===== src/rtl/imm_table_ctrl.sv =====
// imm_table_ctrl: 8 x 8-bit immediate table with a three-way round-robin port.
// Requesters A (core decode, read), B (debug, read) and W (write) share one
// access slot per cycle. An INIT sweep loads default contents after reset or
// a reload pulse; grants are only issued while the table is in RUN.
module imm_table_ctrl (
  input  logic       clk,
  input  logic       reset,
  input  logic       a_req,
  input  logic [2:0] a_idx,
  output logic       a_gnt,
  output logic       a_rvalid,
  output logic [7:0] a_rdata,
  input  logic       b_req,
  input  logic [2:0] b_idx,
  output logic       b_gnt,
  output logic       b_rvalid,
  output logic [7:0] b_rdata,
  input  logic       w_req,
  input  logic [2:0] w_idx,
  input  logic [7:0] w_data,
  output logic       w_gnt,
  input  logic       reload,
  output logic       ready
);

  typedef enum logic {ST_INIT, ST_RUN} state_t;

  // Arbiter pointer values: index of the requester searched first.
  localparam logic [1:0] PTR_A = 2'd0;
  localparam logic [1:0] PTR_B = 2'd1;
  localparam logic [1:0] PTR_W = 2'd2;

  // Default table contents, restored by every INIT sweep.
  function automatic logic [7:0] default_entry(input logic [2:0] idx);
    case (idx)
      3'd1:    default_entry = 8'd1;
      3'd2:    default_entry = 8'd29;
      3'd3:    default_entry = 8'd128;
      3'd4:    default_entry = 8'd59;
      3'd5:    default_entry = 8'd4;
      default: default_entry = 8'd0;
    endcase
  endfunction

  state_t     r_state;
  logic [2:0] r_cnt;
  logic [1:0] r_ptr;
  logic [7:0] r_tbl [8];
  logic       r_a_rvalid;
  logic [7:0] r_a_rdata;
  logic       r_b_rvalid;
  logic [7:0] r_b_rdata;

  logic       w_arb_en;
  logic [2:0] w_gnt_vec;   // {W, B, A}

  // Grants are suppressed in INIT, in the reload cycle and while reset is high.
  assign w_arb_en = (r_state == ST_RUN) && !reload && !reset;

  // Round-robin pick: search A -> B -> W starting at the pointer.
  always_comb begin
    // NOTE: the grant vector is defaulted first so that no path leaves it unassigned and infers a latch.
    w_gnt_vec = 3'b000;
    if (w_arb_en) begin
      case (r_ptr)
        PTR_B: begin
          if      (b_req) w_gnt_vec = 3'b010;
          else if (w_req) w_gnt_vec = 3'b100;
          else if (a_req) w_gnt_vec = 3'b001;
        end
        PTR_W: begin
          if      (w_req) w_gnt_vec = 3'b100;
          else if (a_req) w_gnt_vec = 3'b001;
          else if (b_req) w_gnt_vec = 3'b010;
        end
        default: begin
          if      (a_req) w_gnt_vec = 3'b001;
          else if (b_req) w_gnt_vec = 3'b010;
          else if (w_req) w_gnt_vec = 3'b100;
        end
      endcase
    end
  end

  // Control FSM: INIT sweep counter, RUN/INIT transitions and arbiter pointer.
  always_ff @(posedge clk) begin
    // NOTE: all state here uses non-blocking assignments so every register samples pre-edge values.
    if (reset) begin
      r_state <= ST_INIT;
      r_cnt   <= 3'd0;
      r_ptr   <= PTR_A;
    end else begin
      case (r_state)
        ST_INIT: begin
          r_ptr <= PTR_A;
          if (reload) begin
            r_cnt <= 3'd0;
          end else begin
            r_cnt <= r_cnt + 3'd1;
            if (r_cnt == 3'd7) r_state <= ST_RUN;
          end
        end
        ST_RUN: begin
          if (reload) begin
            r_state <= ST_INIT;
            r_cnt   <= 3'd0;
            r_ptr   <= PTR_A;
          end else if (w_gnt_vec[0]) begin
            r_ptr <= PTR_B;
          end else if (w_gnt_vec[1]) begin
            r_ptr <= PTR_W;
          end else if (w_gnt_vec[2]) begin
            r_ptr <= PTR_A;
          end
        end
        default: r_state <= ST_INIT;
      endcase
    end
  end

  // Table storage: INIT sweep writes defaults, RUN accepts granted writes.
  always_ff @(posedge clk) begin
    // NOTE: the table has no reset; its contents are only defined once the INIT sweep has rewritten every entry.
    if (r_state == ST_INIT && !reload) begin
      r_tbl[r_cnt] <= default_entry(r_cnt);
    end else if (w_gnt_vec[2]) begin
      r_tbl[w_idx] <= w_data;
    end
  end

  // Read responses: one-cycle valid pulse, data held between responses.
  always_ff @(posedge clk) begin
    if (reset) begin
      r_a_rvalid <= 1'b0;
      r_a_rdata  <= 8'd0;
      r_b_rvalid <= 1'b0;
      r_b_rdata  <= 8'd0;
    end else begin
      r_a_rvalid <= w_gnt_vec[0];
      r_b_rvalid <= w_gnt_vec[1];
      if (w_gnt_vec[0]) r_a_rdata <= r_tbl[a_idx];
      if (w_gnt_vec[1]) r_b_rdata <= r_tbl[b_idx];
    end
  end

  assign a_gnt    = w_gnt_vec[0];
  assign b_gnt    = w_gnt_vec[1];
  assign w_gnt    = w_gnt_vec[2];
  assign a_rvalid = r_a_rvalid;
  assign a_rdata  = r_a_rdata;
  assign b_rvalid = r_b_rvalid;
  assign b_rdata  = r_b_rdata;
  assign ready    = (r_state == ST_RUN);

endmodule


===== config.mk =====
export PLATFORM = sky130hd
export DESIGN_NAME = imm_table_ctrl
export DESIGN_NICKNAME = d
export VERILOG_FILES = /design/src/rtl/imm_table_ctrl.sv
export SDC_FILE = /design/constraint.sdc
export NUM_CORES = 1
export LEC_CHECK = 0
export CORE_MARGIN = 2
export CORE_UTILIZATION = 35
export DETAILED_ROUTE_END_ITERATION = 8
export DONT_BUFFER_PORTS = 1
export PLACE_DENSITY = 0.61
export SETUP_SLACK_MARGIN = 0.5
export SLEW_MARGIN = 30
export SYNTH_ARGS = -nofsm -noshare
export SYNTH_HDL_FRONTEND = slang
export SYNTH_SLANG_ARGS = --single-unit

===== constraint.sdc =====
create_clock -name clk -period 5.2 [get_ports clk]
set_input_delay 1.56 -clock clk [delete_from_list [all_inputs] [get_ports clk]]
set_output_delay 1.56 -clock clk [all_outputs]
set_load 0.02 [all_outputs]

---- Word level (Yosys, flattened, before mapping) ----
Memories as Yosys holds them, arrays and structs flattened. A register that Yosys moved wholly into a read port is not among the register bits.
Cells that the tools add are included.
word-level totals
  register bits after elaboration ......... 8
  RAM bits ................................ 64
  input port bits ......................... 23
  output and inout bits ................... 22
  word-level logic and storage cells ...... 57
  memories ................................ 1
memories
  name   words  bits a word  rd ports  clocked after Yosys merged registers in  write ports  RTL line  RTL
  r_tbl  8      8            2         2                                        1            48        logic [7:0] r_tbl [8];
operators by class
  add/subtract/negate cells ............... 1
  equal/unequal tests ..................... 10
  multiplexer cells ....................... 33
  bitwise gates (word level) .............. 1
  reduce and logical (&&, ||, !) cells .... 6
operators by type and width
  kind                                                                     number
  8-bit case mux with 5 select lines                                       1
  3-bit two-way mux                                                        10
  8-bit two-way mux                                                        2
  2-bit two-way mux                                                        6
  3-bit case mux with 2 select lines                                       2
  1-bit two-way mux                                                        10
  3-bit == test, second input constant                                     3
  8-bit OR reduction                                                       1
  3-bit by 2-bit == test with 1-bit output, second input constant          2
  5-bit by 2-bit inequality test with 1-bit output, second input constant  1
  2-bit case mux with 2 select lines                                       1
  3-bit by 1-bit adder with 3-bit output, second input constant            1
  3-bit by 1-bit == test with 1-bit output, second input constant          1
  1-bit logical AND                                                        3
  2-bit by 1-bit == test with 1-bit output, second input constant          1
  2-bit == test, second input constant                                     1
  1-bit zero test                                                          2
  2-bit inequality test, second input constant                             1
  1-bit case mux with 2 select lines                                       1
  1-bit NOT                                                                1

---- Depth between registers and ports, before layout ----
Gate-level depths: netlist of run 1.
  depth in word-level cells ............... 10
  gate-level depth with buffers ........... 8
  depth with buffers taken out ............ 6

---- Worst setup path after synthesis of run 1 ----
OpenSTA, ideal clock, no wires.
  path type ............................... input-to-output
  from .................................... in reload
  to ...................................... out a_gnt
  data arrival time ....................... 2340 ps
  required time ........................... 3640 ps
  slack ................................... 1300 ps
  cell stages on the path ................. 3
  path buffers ............................ 1
  cell sequence ........................... nor3b_4 > and2_1 > clkbuf_1
on the way
  longest elaborated chain between the ends .. 4
ends and longest elaborated chain
  element                         RTL line  RTL
  start, declared                 22        input logic reload,
  1-bit zero test                 58        assign w_arb_en = (r_state == ST_RUN) && !reload && !reset;
  1-bit logical AND (2 in a row)  58
  3-bit two-way mux               64        if (w_arb_en) begin
  end, declared                   10        output logic a_gnt,
No other way between the ends.

---- Worst setup path in the final report of run 1 ----
Same ends and word-level chain as after synthesis.

==> impl_metrics.prom, run 1 <==
# TYPE chip_impl_metric gauge
chip_impl_metric{name="synthesis.area",unit="mm²"} 0.004258
chip_impl_metric{name="dr_wl_met2",unit="µm"} 4078
chip_impl_metric{name="synth_seq_cells",unit=""} 88
chip_impl_metric{name="global_route.usage.total",unit="%"} 14.96
chip_impl_metric{name="detailed_place_hpwl",unit="µm"} 6664
chip_impl_metric{name="routedWlPerCell",unit="µm"} 21.55
chip_impl_metric{name="globalRouteOverflowTotal",unit=""} 0
chip_impl_metric{name="port-buffer-count",unit=""} 0
chip_impl_metric{name="max-vdd-ir-drop",unit="mV"} 0.1530
chip_impl_metric{name="dr_total_vias",unit=""} 2322
chip_impl_metric{name="share_of_async_settable_or_async_resettable_flops_after_synthesis",unit="%"} 0
chip_impl_metric{name="design.die.area",unit="mm²"} 0.01306
chip_impl_metric{name="die_w",unit="µm"} 114.3
chip_impl_metric{name="first_global_vias",unit=""} 2326
chip_impl_metric{name="io_pins",unit=""} 45
chip_impl_metric{name="cts.repair_timing.setup_buffer_count",unit=""} 0
chip_impl_metric{name="final_cell_utilization_of_the_core",unit="%"} 38.34
chip_impl_metric{name="synth.mux.area_fraction",unit="%"} 22.16
chip_impl_metric{name="cts-htree-levels",unit=""} 3
chip_impl_metric{name="fp.dieH",unit="µm"} 114.3
chip_impl_metric{name="cpPeakStageDelay",unit="ps"} 540
chip_impl_info{name="critPathCaptureType",value="primary output"} 1
chip_impl_metric{name="max_freq",unit="MHz"} 241.1
chip_impl_metric{name="routed_wirelength",unit="µm"} 9073
chip_impl_metric{name="yosys.cell_types.count",unit=""} 41
chip_impl_info{name="crit_path_top_delay_cell",value="and2_1"} 1
chip_impl_metric{name="tightest_slew",unit="ps"} 831.7
chip_impl_metric{name="cts.path.max_buffers",unit=""} 2
chip_impl_info{name="rsz0062_at_grt",value="no"} 1
chip_impl_metric{name="antenna-diode-count",unit=""} 0
chip_impl_metric{name="synthXorXnorAreaFrac",unit="%"} 0.2057
chip_impl_metric{name="post_dp_cell_area",unit="mm²"} 0.004305
chip_impl_metric{name="drive_above_1_share",unit="%"} 22.63
chip_impl_metric{name="timing.max_slew.rel_slack",unit="%"} 44.35
chip_impl_metric{name="finalHoldViolations",unit=""} 0
chip_impl_metric{name="drt-vias-per-instance",unit=""} 5.515
chip_impl_metric{name="clkSlewWorstSetupHoldPaths",unit="ps"} 60
chip_impl_metric{name="synth_adder_area_share",unit="%"} 2.351
chip_impl_metric{name="max_slew_violation_count",unit=""} 0
chip_impl_metric{name="post_synthesis_share_of_cell_area_spent_on_and_or_nand_and_nor_gates",unit="%"} 6.230
chip_impl_metric{name="detail_route.iter0.violations",unit=""} 160
chip_impl_metric{name="place_congestion",unit=""} 0.8167
chip_impl_metric{name="resized_cells_post_cts",unit=""} 0
chip_impl_metric{name="setup-violations-final",unit=""} 0
chip_impl_metric{name="met3WireLength",unit="µm"} 556
chip_impl_info{name="hold_path_class",value="register to register"} 1
chip_impl_metric{name="cts-buffers-inserted",unit=""} 9
chip_impl_metric{name="yosysSeqAreaShare",unit="%"} 56.42
chip_impl_metric{name="site_row_count",unit=""} 40
chip_impl_info{name="worst_path_dominant_cell_family",value="simple AND/OR/NAND/NOR gates"} 1
chip_impl_metric{name="clock-sinks",unit=""} 88
chip_impl_metric{name="areaGrowthSynthToFinish",unit="%"} 7.699
chip_impl_metric{name="fin_crit_sh",unit="%"} 79.76
chip_impl_metric{name="critPathBufInv",unit=""} 0
chip_impl_metric{name="cellLeakagePower",unit="nW"} 1.538
chip_impl_info{name="cp-start-kind",value="input pin"} 1
chip_impl_metric{name="post_synthesis_instance_total",unit=""} 278
chip_impl_metric{name="clk-insertion-delay-late",unit="ps"} 340
chip_impl_metric{name="length_of_the_first_detailed_routing_pass_in_iterations",unit=""} 4
chip_impl_metric{name="core_area",unit="mm²"} 0.01196
chip_impl_metric{name="period_needed",unit="ps"} 4147
chip_impl_metric{name="final.setup.tns",unit="ps"} 0
chip_impl_info{name="synthFlopType",value="edfxtp_1"} 1
chip_impl_metric{name="synth-compound-area-share",unit="%"} 8.375
chip_impl_metric{name="stdcell_area",unit="mm²"} 0.004586
chip_impl_metric{name="layout.area.seq",unit="mm²"} 0.002402
chip_impl_metric{name="filler_cell_count",unit=""} 1080
chip_impl_metric{name="cts_hold_buffers",unit=""} 0
chip_impl_metric{name="critical_path_required",unit="ps"} 3640
chip_impl_info{name="cp_cell_sequence",value="nor3b_4 > and2_1"} 1
chip_impl_metric{name="final_antenna_net_count",unit=""} 0
chip_impl_metric{name="path_max_fanout",unit=""} 15
chip_impl_metric{name="multiInputGateArea",unit="mm²"} 0.001674
chip_impl_info{name="tritoncts",value="built"} 1
chip_impl_info{name="top_routing_layer_used",value="met4"} 1
chip_impl_metric{name="power_density",unit="mW/mm²"} 310.7
chip_impl_metric{name="final_net_count",unit=""} 300
chip_impl_metric{name="number_of_antenna_violations_at_the_first_check_in_global_routing",unit=""} 0
chip_impl_info{name="status",value="complete, no violations"} 1
chip_impl_metric{name="mappedNetlistNets",unit=""} 309
chip_impl_metric{name="synth_edf_count",unit=""} 64
chip_impl_info{name="clock-root-buffer",value="clkbuf_16"} 1
chip_impl_metric{name="synthesis.yosys.warnings",unit=""} 0
chip_impl_info{name="worstSetupPathType",value="input pin to primary output"} 1
chip_impl_metric{name="largest_net_degree_at_the_start_of_global_routing",unit=""} 22
chip_impl_metric{name="grt_pass1_wl",unit="µm"} 14300
chip_impl_metric{name="cap_violations",unit=""} 0
chip_impl_metric{name="remaining_drc_errors",unit=""} 0
chip_impl_metric{name="routedLengthMet1",unit="µm"} 4278
chip_impl_metric{name="initial_utilization",unit="%"} 35.60
chip_impl_metric{name="fin_worst_skew",unit="ps"} 7.922
chip_impl_info{name="largest_family_of_logic_cells_by_synthesized_area",value="multiplexers"} 1
chip_impl_metric{name="critical_path_arrival",unit="ps"} 2590
chip_impl_metric{name="mean_instance_size_in_the_synthesized_netlist",unit="µm²"} 15.32
[Yosys cell counts (4+ instances only)]
cell type | number | area share, %
a211oi_1 | 8 | 1.4
a211oi_2 | 8 | 2.4
a21oi_1 | 12 | 1.4
buf_2 | 4 | 0.47
buf_6 | 5 | 1.3
clkbuf_1 | 6 | 0.53
dfxtp_1 | 24 | 11
edfxtp_1 | 64 | 45
ha_1 | 8 | 2.4
inv_1 | 8 | 0.71
mux2i_1 | 20 | 4.7
mux4_2 | 32 | 17
nand2_1 | 5 | 0.44
nor2_1 | 26 | 2.3
nor2b_1 | 6 | 0.88
nor3_1 | 4 | 0.47
[final cells by class]
class,instances,share of cell area (%)
Sequential cell,88,52.39
Multi-Input combinational cell,160,36.51
Clock buffer,10,4.993
Tap cell,147,4.011
Clock inverter,6,1.119
Inverter,8,0.6548
Timing Repair Buffer,2,0.3274
[report_power, final]
| group | switching (mW) | internal [mW] |
|---|---|---|
| combinational | 0.0230 | 0.0347 |
| sequential | 0.00438 | 0.754 |
| clock | 0.278 | 0.331 |
[cell usage in the layout, fill, tap and decap left out, types with 2 or more instances in the layout]
cell       netlist  layout
o21ai_1          3       3
inv_6            0       3
edfxtp_1        64      64
a21o_1           2       2
nor2_1          26      26
clkbuf_16        0       9
clkinv_4         0       2
buf_4            2       2
mux4_2          32      32
ha_1             8       8
nor3_1           4       4
mux2_1           2       2
dfxtp_1         24      24
nand2_1          5       5
inv_1            8       8
a22oi_2          2       2
nor2b_1          6       6
a211oi_2         8       8
o311a_1          3       3
mux2i_1         20      20
and2_1           3       3
a211oi_1         8       8
nand2b_1         2       2
a21oi_1         12      12
[metal layers]
metal	track usage, %	up-vias
met2	22.78	77
met3	3.653	13
li1	-	1071
met4	5.854	0
met5	0	-
met1	20.73	1161
[metrics by stage]
| step | std cells | power [mW] | setup WS (ps) | hold WS (ps) |
|---|---|---|---|---|
| after detailed placement | 405 | 0.8318 | 1052 | 512.2 |
| after floorplan | 278 | 0.8378 | 1300 | 478.7 |
| after global routing | 421 | 1.469 | 963.9 | 551.6 |
| final | 421 | 1.425 | 1053 | 526.4 |
| after CTS | 421 | 1.436 | 1050 | 527.8 |
| after global placement | 405 | 0.8306 | 1089 | 508.3 |
[path summary, 6_finish.rpt]
check / slack, ps / to / depth (start not counted) / startpoint
setup / recovery: 1050 / a_gnt / 2 / reload
hold / removal: 530 / r_ptr[0] / 1 / r_ptr[0]
hold reg to reg: 530 / r_ptr[0] / 1 / r_ptr[0]
setup reg to reg: 1960 / r_tbl[7][0] / 5 / ready
[cells by family (layout without fill, tap and decap cells)]
kind of cell / count (synthesis) / in the layout
compound gates: 44 / 44
simple gates: 53 / 53
fa+ha+maj: 8 / 8
flops: 88 / 88
buf+inv: 30 / 26
xor+xnor: 1 / 1
mux: 54 / 54
[registers in the layout, indices dropped and copies added (netlist names)]
signal / count
r_ptr: 2
r_tbl: 64
r_cnt: 3
ready: 1
b_rdata: 8
b_rvalid: 1
a_rdata: 8
a_rvalid: 1
Power figures use the tool's default switching activity.
==> inputs of run 2 (changes only) <==
--- a/config.mk
+++ b/config.mk
@@ -5,11 +5,12 @@
 export SDC_FILE = /design/constraint.sdc
 export NUM_CORES = 1
 export LEC_CHECK = 0
+export ABC_AREA = 1
 export CORE_MARGIN = 2
 export CORE_UTILIZATION = 35
 export DETAILED_ROUTE_END_ITERATION = 8
 export DONT_BUFFER_PORTS = 1
-export PLACE_DENSITY = 0.61
+export PLACE_DENSITY = 0.63
 export SETUP_SLACK_MARGIN = 0.5
 export SLEW_MARGIN = 30
 export SYNTH_ARGS = -nofsm -noshare
==> constraint.sdc (replaced) <==
create_clock -name clk -period 3.55 [get_ports clk]
set_input_delay 1.065 -clock clk [delete_from_list [all_inputs] [get_ports clk]]
set_output_delay 1.065 -clock clk [all_outputs]
set_load 0.02 [all_outputs]
==> run 2 against run 1 <==
Effect of this change:
- sequential power up 46%
- clock power up 51%
- via count up 61%
- non-clock buffer count up 2
- cell area up 8.0%
- register-to-register slack worse by 1000 ps
- critical endpoint is now b_gnt
==> impl_metrics.prom, run 2 <==
# TYPE chip_impl_metric gauge
chip_impl_metric{name="fin_crit_sh",unit="%"} 79.99
chip_impl_metric{name="max_freq",unit="MHz"} 352.2
chip_impl_info{name="cp-start-kind",value="register"} 1
chip_impl_metric{name="stdcell_area",unit="mm²"} 0.004951
chip_impl_metric{name="synthesis.area",unit="mm²"} 0.004531
chip_impl_metric{name="grt_pass1_wl",unit="µm"} 19000
chip_impl_metric{name="post_synthesis_instance_total",unit=""} 554
chip_impl_metric{name="design.die.area",unit="mm²"} 0.01387
chip_impl_metric{name="critical_path_arrival",unit="ps"} 1770
chip_impl_info{name="tritoncts",value="built"} 1
chip_impl_info{name="rsz0062_at_grt",value="no"} 1
chip_impl_metric{name="cts-buffers-inserted",unit=""} 9
chip_impl_info{name="status",value="complete, no violations"} 1
chip_impl_metric{name="synthesis.yosys.warnings",unit=""} 0
chip_impl_info{name="final_cell_mix",value="nand2_1, nand3_1, inv_1"} 1
chip_impl_metric{name="final.setup.tns",unit="ps"} 0
chip_impl_metric{name="largest_net_degree_at_the_start_of_global_routing",unit=""} 42
chip_impl_metric{name="finish.cell_count_without_fillers",unit=""} 722
chip_impl_metric{name="fin_worst_skew",unit="ps"} 5.880
chip_impl_metric{name="cts.path.max_buffers",unit=""} 2
chip_impl_metric{name="clkSlewWorstSetupHoldPaths",unit="ps"} 60
chip_impl_info{name="crit_path_top_delay_cell",value="a21oi_4"} 1
chip_impl_metric{name="power_density",unit="mW/mm²"} 433.8
chip_impl_info{name="hold_path_class",value="register to register"} 1
chip_impl_metric{name="globalRouteOverflowTotal",unit=""} 0
chip_impl_metric{name="flip_flop_count_of_the_largest_register_all_copies_and_words_added",unit=""} 64
chip_impl_metric{name="cap_violations",unit=""} 0
chip_impl_metric{name="core_area",unit="mm²"} 0.01262
chip_impl_info{name="clock-root-buffer",value="clkbuf_16"} 1
chip_impl_metric{name="final_antenna_net_count",unit=""} 0
chip_impl_info{name="final_common_cell",value="nand2_1"} 1
chip_impl_metric{name="setup-violations-final",unit=""} 0
chip_impl_metric{name="cts.repair_timing.setup_buffer_count",unit=""} 0
chip_impl_metric{name="mean_instance_size_in_the_synthesized_netlist",unit="µm²"} 8.178
chip_impl_metric{name="dr_total_vias",unit=""} 3737
chip_impl_info{name="cp_cell_sequence",value="inv_1 > ha_1 > inv_1 > nand2_1 > nand3_1 > a21oi_4"} 1
chip_impl_metric{name="site_row_count",unit=""} 41
chip_impl_metric{name="fp.dieH",unit="µm"} 117.8
chip_impl_metric{name="max-vdd-ir-drop",unit="mV"} 0.1941
chip_impl_metric{name="detailed_place_hpwl",unit="µm"} 8593
chip_impl_metric{name="length_of_the_first_detailed_routing_pass_in_iterations",unit=""} 5
chip_impl_metric{name="timing.max_slew.rel_slack",unit="%"} 49.40
chip_impl_metric{name="yosysSeqAreaShare",unit="%"} 53.02
chip_impl_metric{name="placedCellCount",unit=""} 706
chip_impl_info{name="crit_top_cell",value="inv_1"} 1
chip_impl_metric{name="cts_hold_buffers",unit=""} 0
chip_impl_metric{name="clock-sinks",unit=""} 88
chip_impl_metric{name="cts-htree-levels",unit=""} 3
chip_impl_metric{name="cpPeakStageDelay",unit="ps"} 400
chip_impl_info{name="synth_top_area_cell",value="edfxtp_1"} 1
chip_impl_info{name="synth_most_common_cell",value="nand2_1"} 1
chip_impl_metric{name="filler_cell_count",unit=""} 1276
chip_impl_metric{name="period_needed",unit="ps"} 2840
chip_impl_metric{name="global_route.usage.total",unit="%"} 17.72
chip_impl_info{name="critPathCaptureType",value="primary output"} 1
chip_impl_metric{name="first_global_vias",unit=""} 3554
chip_impl_metric{name="die_w",unit="µm"} 117.8
chip_impl_metric{name="port-buffer-count",unit=""} 0
chip_impl_metric{name="number_of_antenna_violations_at_the_first_check_in_global_routing",unit=""} 0
chip_impl_metric{name="io_pins",unit=""} 45
chip_impl_metric{name="share_of_async_settable_or_async_resettable_flops_after_synthesis",unit="%"} 0
chip_impl_metric{name="final_net_count",unit=""} 576
chip_impl_metric{name="mappedNetlistNets",unit=""} 585
chip_impl_info{name="synthFlopType",value="edfxtp_1"} 1
chip_impl_metric{name="drive_above_1_share",unit="%"} 6.727
chip_impl_metric{name="resized_cells_post_cts",unit=""} 0
chip_impl_metric{name="yosys.cell_types.count",unit=""} 28
chip_impl_metric{name="finalHoldViolations",unit=""} 0
chip_impl_metric{name="cellLeakagePower",unit="nW"} 2.069
chip_impl_info{name="worstSetupPathType",value="register to primary output"} 1
chip_impl_metric{name="critical_path_required",unit="ps"} 2480
chip_impl_metric{name="place_congestion",unit=""} 0.9384
chip_impl_info{name="netlist_top_cells_count",value="nand2_1, nand3_1, inv_1"} 1
chip_impl_metric{name="timing.hold.ws",unit="ps"} 485.3
chip_impl_metric{name="detail_route.iter0.violations",unit=""} 454
chip_impl_metric{name="synth_top_area_share",unit="%"} 42.42
chip_impl_metric{name="routedWlPerCell",unit="µm"} 16.33
chip_impl_metric{name="synth_seq_cells",unit=""} 88
chip_impl_metric{name="post_dp_cell_area",unit="mm²"} 0.004657
chip_impl_metric{name="routed_wirelength",unit="µm"} 11790
chip_impl_metric{name="timing.reg2reg.setup_slack",unit="ps"} 910
chip_impl_metric{name="synth_edf_count",unit=""} 64
chip_impl_metric{name="path_max_fanout",unit=""} 9
chip_impl_metric{name="clk-insertion-delay-late",unit="ps"} 340
chip_impl_metric{name="tightest_slew",unit="ps"} 758.2
chip_impl_metric{name="max_slew_violation_count",unit=""} 0
chip_impl_metric{name="initial_utilization",unit="%"} 35.90
chip_impl_metric{name="remaining_drc_errors",unit=""} 0
chip_impl_info{name="synth_area_leaders",value="edfxtp_1, nand2_1, dfxtp_1, nand3_1, inv_1"} 1
chip_impl_metric{name="drt-vias-per-instance",unit=""} 5.176
chip_impl_metric{name="areaGrowthSynthToFinish",unit="%"} 9.279
chip_impl_metric{name="antenna-diode-count",unit=""} 0
chip_impl_info{name="most_flop_heavy_register",value="r_tbl"} 1
==> run 2: area by class of cell <==
class                   count  area [µm²]  area share [%]
inverters                  71       266.5           5.383
clock buffers              12       267.8           5.408
multi-input cells         371        1743           35.20
clock inverters             4       26.28          0.5307
flip-flops and latches     88        2402           48.52
well taps                 172       215.2           4.347
repair buffers              4       30.03          0.6065
==> run 2: cell families after synthesis <==
kind of cell    synth area share (%)
fa+ha+maj                      2.209
flops                          53.02
compound gates                 9.031
simple gates                   27.23
buf+inv                        8.506
==> run 2: worst max-delay path: cells and delay by family, from the launching register on <==
| family | cells | cell delay (ps) |
|---|---|---|
| buffers and inverters | 2 | 140 |
| and+or+nand+nor | 2 | 260 |
| adders and majority gates | 1 | 310 |
| DFF | 1 | 330 |
| AOI/OAI and AO/OA | 1 | 400 |
==> run 2: power by group <==
part	internal (mW)	total, mW	switching (mW)
combinational	0.0375	0.118	0.0804
sequential	1.10	1.11	0.00849
clock	0.536	0.917	0.381
==> run 2: final timing paths <==
kind                 start          end  depth (start not counted)
hold reg to reg   r_ptr[1]     r_ptr[1]                          2
setup reg to reg  r_ptr[0]  r_tbl[6][1]                          9
setup / recovery  r_ptr[0]        b_gnt                          6
hold / removal    r_ptr[1]     r_ptr[1]                          2
==> run 2: metrics by stage <==
step / total power [mW] / util [%] / setup WS [ps]
4_1_cts: 2.155 / 39.23 / 693.7
3_5_place_dp: 1.250 / 36.90 / 531.4
5_1_grt: 2.220 / 39.23 / 573.8
3_3_place_gp: 1.249 / 36.90 / 592.4
2_1_floorplan: 1.235 / - / 777.4
6_report: 2.148 / 39.23 / 710.5
==> run 2: per-layer routing <==
metal | GRT usage (%) | up-vias | share of wire (%) | wire length (µm)
met4 | 8.886 | 0 | 3.9 | 463
li1 | - | 1795 | - | -
met1 | 22.15 | 1732 | 41 | 4875
met5 | 0 | - | 0 | 0
met2 | 28.34 | 175 | 46 | 5394
met3 | 4.651 | 35 | 9.0 | 1059
==> inputs of run 3 (changes only) <==
--- a/config.mk
+++ b/config.mk
@@ -10,7 +10,7 @@
 export CORE_UTILIZATION = 35
 export DETAILED_ROUTE_END_ITERATION = 8
 export DONT_BUFFER_PORTS = 1
-export PLACE_DENSITY = 0.63
+export PLACE_DENSITY = 0.61
 export SETUP_SLACK_MARGIN = 0.5
 export SLEW_MARGIN = 30
 export SYNTH_ARGS = -nofsm -noshare
==> constraint.sdc (replaced) <==
create_clock -name clk -period 2.96 [get_ports clk]
set_input_delay 0.888 -clock clk [delete_from_list [all_inputs] [get_ports clk]]
set_output_delay 0.888 -clock clk [all_outputs]
set_load 0.02 [all_outputs]
==> run 3 against run 2 <==
Effect of this change:
- register-to-register slack worse by 70 ps
- global-route usage is 1.0 points higher
- via count grew 4.1%
- sequential share of layout area is 1.4 points lower
- clock power up 12%
- total power rose by 17%
- worst hold slack better by 13 ps
- critical path depth stayed put
- flip-flop and latch count is the same
- critical path type unchanged
- largest cell class unchanged
- largest power group unchanged
==> impl_metrics.prom, run 3 (synthesis results as in run 2) <==
# TYPE chip_impl_metric gauge
chip_impl_metric{name="detail_route.iter0.violations",unit=""} 628
chip_impl_metric{name="timing.reg2reg.setup_slack",unit="ps"} 840
chip_impl_metric{name="timing.max_slew.rel_slack",unit="%"} 46.92
chip_impl_metric{name="power_density",unit="mW/mm²"} 493.6
chip_impl_metric{name="routedWlPerCell",unit="µm"} 17.59
chip_impl_metric{name="largest_net_degree_at_the_start_of_global_routing",unit=""} 42
chip_impl_metric{name="site_row_count",unit=""} 41
chip_impl_metric{name="finish.cell_count_without_fillers",unit=""} 736
chip_impl_info{name="final_cell_mix",value="nand2_1, nand3_1, inv_1"} 1
chip_impl_metric{name="grt_pass1_wl",unit="µm"} 19800
chip_impl_info{name="gr-max-usage-layer",value="met2"} 1
chip_impl_metric{name="cellLeakagePower",unit="nW"} 2.145
chip_impl_metric{name="final.setup.tns",unit="ps"} 0
chip_impl_metric{name="grt_util_met1",unit="%"} 24.91
chip_impl_metric{name="cts_hold_buffers",unit=""} 0
chip_impl_metric{name="groute.layer.met2.usage",unit="%"} 29.83
chip_impl_metric{name="port-buffer-count",unit=""} 0
chip_impl_metric{name="fin_worst_skew",unit="ps"} 6.071
chip_impl_metric{name="drt-vias-per-instance",unit=""} 5.288
chip_impl_metric{name="max_slew_violation_count",unit=""} 0
chip_impl_metric{name="dr_total_vias",unit=""} 3892
chip_impl_metric{name="layout.area.seq",unit="mm²"} 0.002409
chip_impl_metric{name="pre_cts_ws",unit="ps"} 441.0
chip_impl_metric{name="setup-violations-final",unit=""} 0
chip_impl_metric{name="clock-sinks",unit=""} 88
chip_impl_metric{name="globalRouteOverflowTotal",unit=""} 0
chip_impl_metric{name="cts-htree-levels",unit=""} 3
chip_impl_info{name="worst_hold_startpoint",value="r_ptr[1]"} 1
chip_impl_metric{name="number_of_antenna_violations_at_the_first_check_in_global_routing",unit=""} 0
chip_impl_info{name="critical_path.reg2reg.endpoint",value="r_tbl[1][6]"} 1
chip_impl_metric{name="final.setup.worst_slack",unit="ps"} 507.4
chip_impl_metric{name="finalHoldViolations",unit=""} 0
chip_impl_metric{name="clkSlewWorstSetupHoldPaths",unit="ps"} 60
chip_impl_metric{name="path_max_fanout",unit=""} 5
chip_impl_metric{name="flip_flop_count_of_the_largest_register_all_copies_and_words_added",unit=""} 64
chip_impl_info{name="critPathCaptureType",value="primary output"} 1
chip_impl_metric{name="cts.path.max_buffers",unit=""} 2
chip_impl_metric{name="cts-buffers-inserted",unit=""} 9
chip_impl_metric{name="remaining_drc_errors",unit=""} 0
chip_impl_metric{name="first_global_vias",unit=""} 3682
chip_impl_metric{name="fin_crit_sh",unit="%"} 82.86
chip_impl_metric{name="filler_cell_count",unit=""} 1282
chip_impl_metric{name="detailed_place_hpwl",unit="µm"} 8645
chip_impl_metric{name="critical_path_required",unit="ps"} 2070
chip_impl_metric{name="die_w",unit="µm"} 117.8
chip_impl_metric{name="global_route_met3_usage",unit="%"} 2.519
chip_impl_info{name="clock-root-buffer",value="clkbuf_16"} 1
chip_impl_metric{name="post_dp_cell_area",unit="mm²"} 0.004710
chip_impl_metric{name="core_area",unit="mm²"} 0.01262
chip_impl_info{name="status",value="complete, no violations"} 1
chip_impl_metric{name="fp.dieH",unit="µm"} 117.8
chip_impl_info{name="hold-path-endpoint",value="r_ptr[1]"} 1
chip_impl_info{name="final_common_cell",value="nand2_1"} 1
chip_impl_info{name="tritoncts",value="built"} 1
chip_impl_metric{name="max-vdd-ir-drop",unit="mV"} 0.2606
chip_impl_metric{name="final_net_count",unit=""} 590
chip_impl_metric{name="min_path_cells",unit=""} 2
chip_impl_metric{name="clk-insertion-delay-late",unit="ps"} 340
chip_impl_metric{name="r2r.worst_path.cells",unit=""} 10
chip_impl_metric{name="drive_above_1_share",unit="%"} 11.35
chip_impl_info{name="worstSetupPathType",value="register to primary output"} 1
chip_impl_metric{name="areaGrowthSynthToFinish",unit="%"} 12.73
chip_impl_info{name="hold_path_class",value="register to register"} 1
chip_impl_metric{name="io_pins",unit=""} 45
chip_impl_metric{name="cap_violations",unit=""} 0
chip_impl_metric{name="routed_wirelength",unit="µm"} 12940
chip_impl_metric{name="initial_utilization",unit="%"} 35.90
chip_impl_metric{name="stdcell_area",unit="mm²"} 0.005107
chip_impl_metric{name="final_antenna_net_count",unit=""} 0
chip_impl_metric{name="length_of_the_first_detailed_routing_pass_in_iterations",unit=""} 7
chip_impl_metric{name="period_needed",unit="ps"} 2453
chip_impl_metric{name="placedCellCount",unit=""} 713
chip_impl_metric{name="critical_path_arrival",unit="ps"} 1560
chip_impl_metric{name="multiInputGateArea",unit="mm²"} 0.001829
chip_impl_metric{name="max_freq",unit="MHz"} 407.7
chip_impl_metric{name="place_congestion",unit=""} 0.9272
chip_impl_info{name="crit-reg2reg-launch",value="r_ptr[0]"} 1
chip_impl_info{name="most_flop_heavy_register",value="r_tbl"} 1
chip_impl_metric{name="tightest_slew",unit="ps"} 795.3
chip_impl_metric{name="global_route.usage.total",unit="%"} 18.74
chip_impl_info{name="rsz0062_at_grt",value="yes"} 1
chip_impl_metric{name="antenna-diode-count",unit=""} 0
chip_impl_info{name="cp-start-kind",value="register"} 1
chip_impl_metric{name="design.die.area",unit="mm²"} 0.01387
[run 3: area by class of cell]
| cell class | instances | share of cell area, % |
|---|---|---|
| Sequential cell | 88 | 47.16 |
| Multi-Input combinational cell | 373 | 35.82 |
| Inverter | 71 | 5.267 |
| Clock buffer | 10 | 4.483 |
| Tap cell | 172 | 4.214 |
| Timing Repair Buffer | 16 | 2.352 |
| Clock inverter | 6 | 0.7104 |
[run 3: worst max-delay path by stage]
| stage | to | slack (ps) | start | cells after the start |
|---|---|---|---|---|
| floorplan | a_gnt | 540 | b_req | 6 |
| global placement | r_tbl[2][1] | 460 | a_req | 8 |
| detailed placement | r_tbl[2][7] | 440 | a_req | 8 |
| CTS | b_gnt | 470 | r_ptr[0] | 6 |
| global route | b_gnt | 470 | r_ptr[0] | 6 |
| finish | b_gnt | 510 | r_ptr[0] | 6 |
[run 3: per-layer routing]
layer	routed length, µm	part of all wire (%)	up-vias
met2	6018	46	214
met5	0	0	-
met3	976	7.5	32
li1	-	-	1822
met1	5500	42	1824
met4	448	3.5	0
[run 3: per-stage QoR]
stage	utilization (%)	power, mW	hold slack (ps)
2_1_floorplan	-	1.481	451.4
3_3_place_gp	37.32	1.504	486.2
3_5_place_dp	37.32	1.506	486.7
4_1_cts	39.91	2.524	519.9
5_1_grt	40.47	2.586	527.7
6_report	40.47	2.521	497.9
[run 3: repair_timing]
action	CTS	global route
buffers inserted	1	4
pin swaps	4	5
setup endpoints to repair	3	3
gates resized for setup	10	12
gates cloned	2	0
[run 3: worst max-delay path: stages, from the launching register on]
cell and delay, ps:
dfxtp_4 350, inv_2 50, ha_4 290, inv_4 60, nand2_4 90, nand3_4 80, a21oi_4 320
[run 3: power breakdown]
group | leakage, nW | internal (mW) | switching, mW | total, mW
clock | 0.124 | 0.563 | 0.471 | 1.03
sequential | 0.766 | 1.32 | 0.00788 | 1.33
combinational | 1.26 | 0.0513 | 0.105 | 0.156
total | 2.14 | 1.94 | 0.584 | 2.52
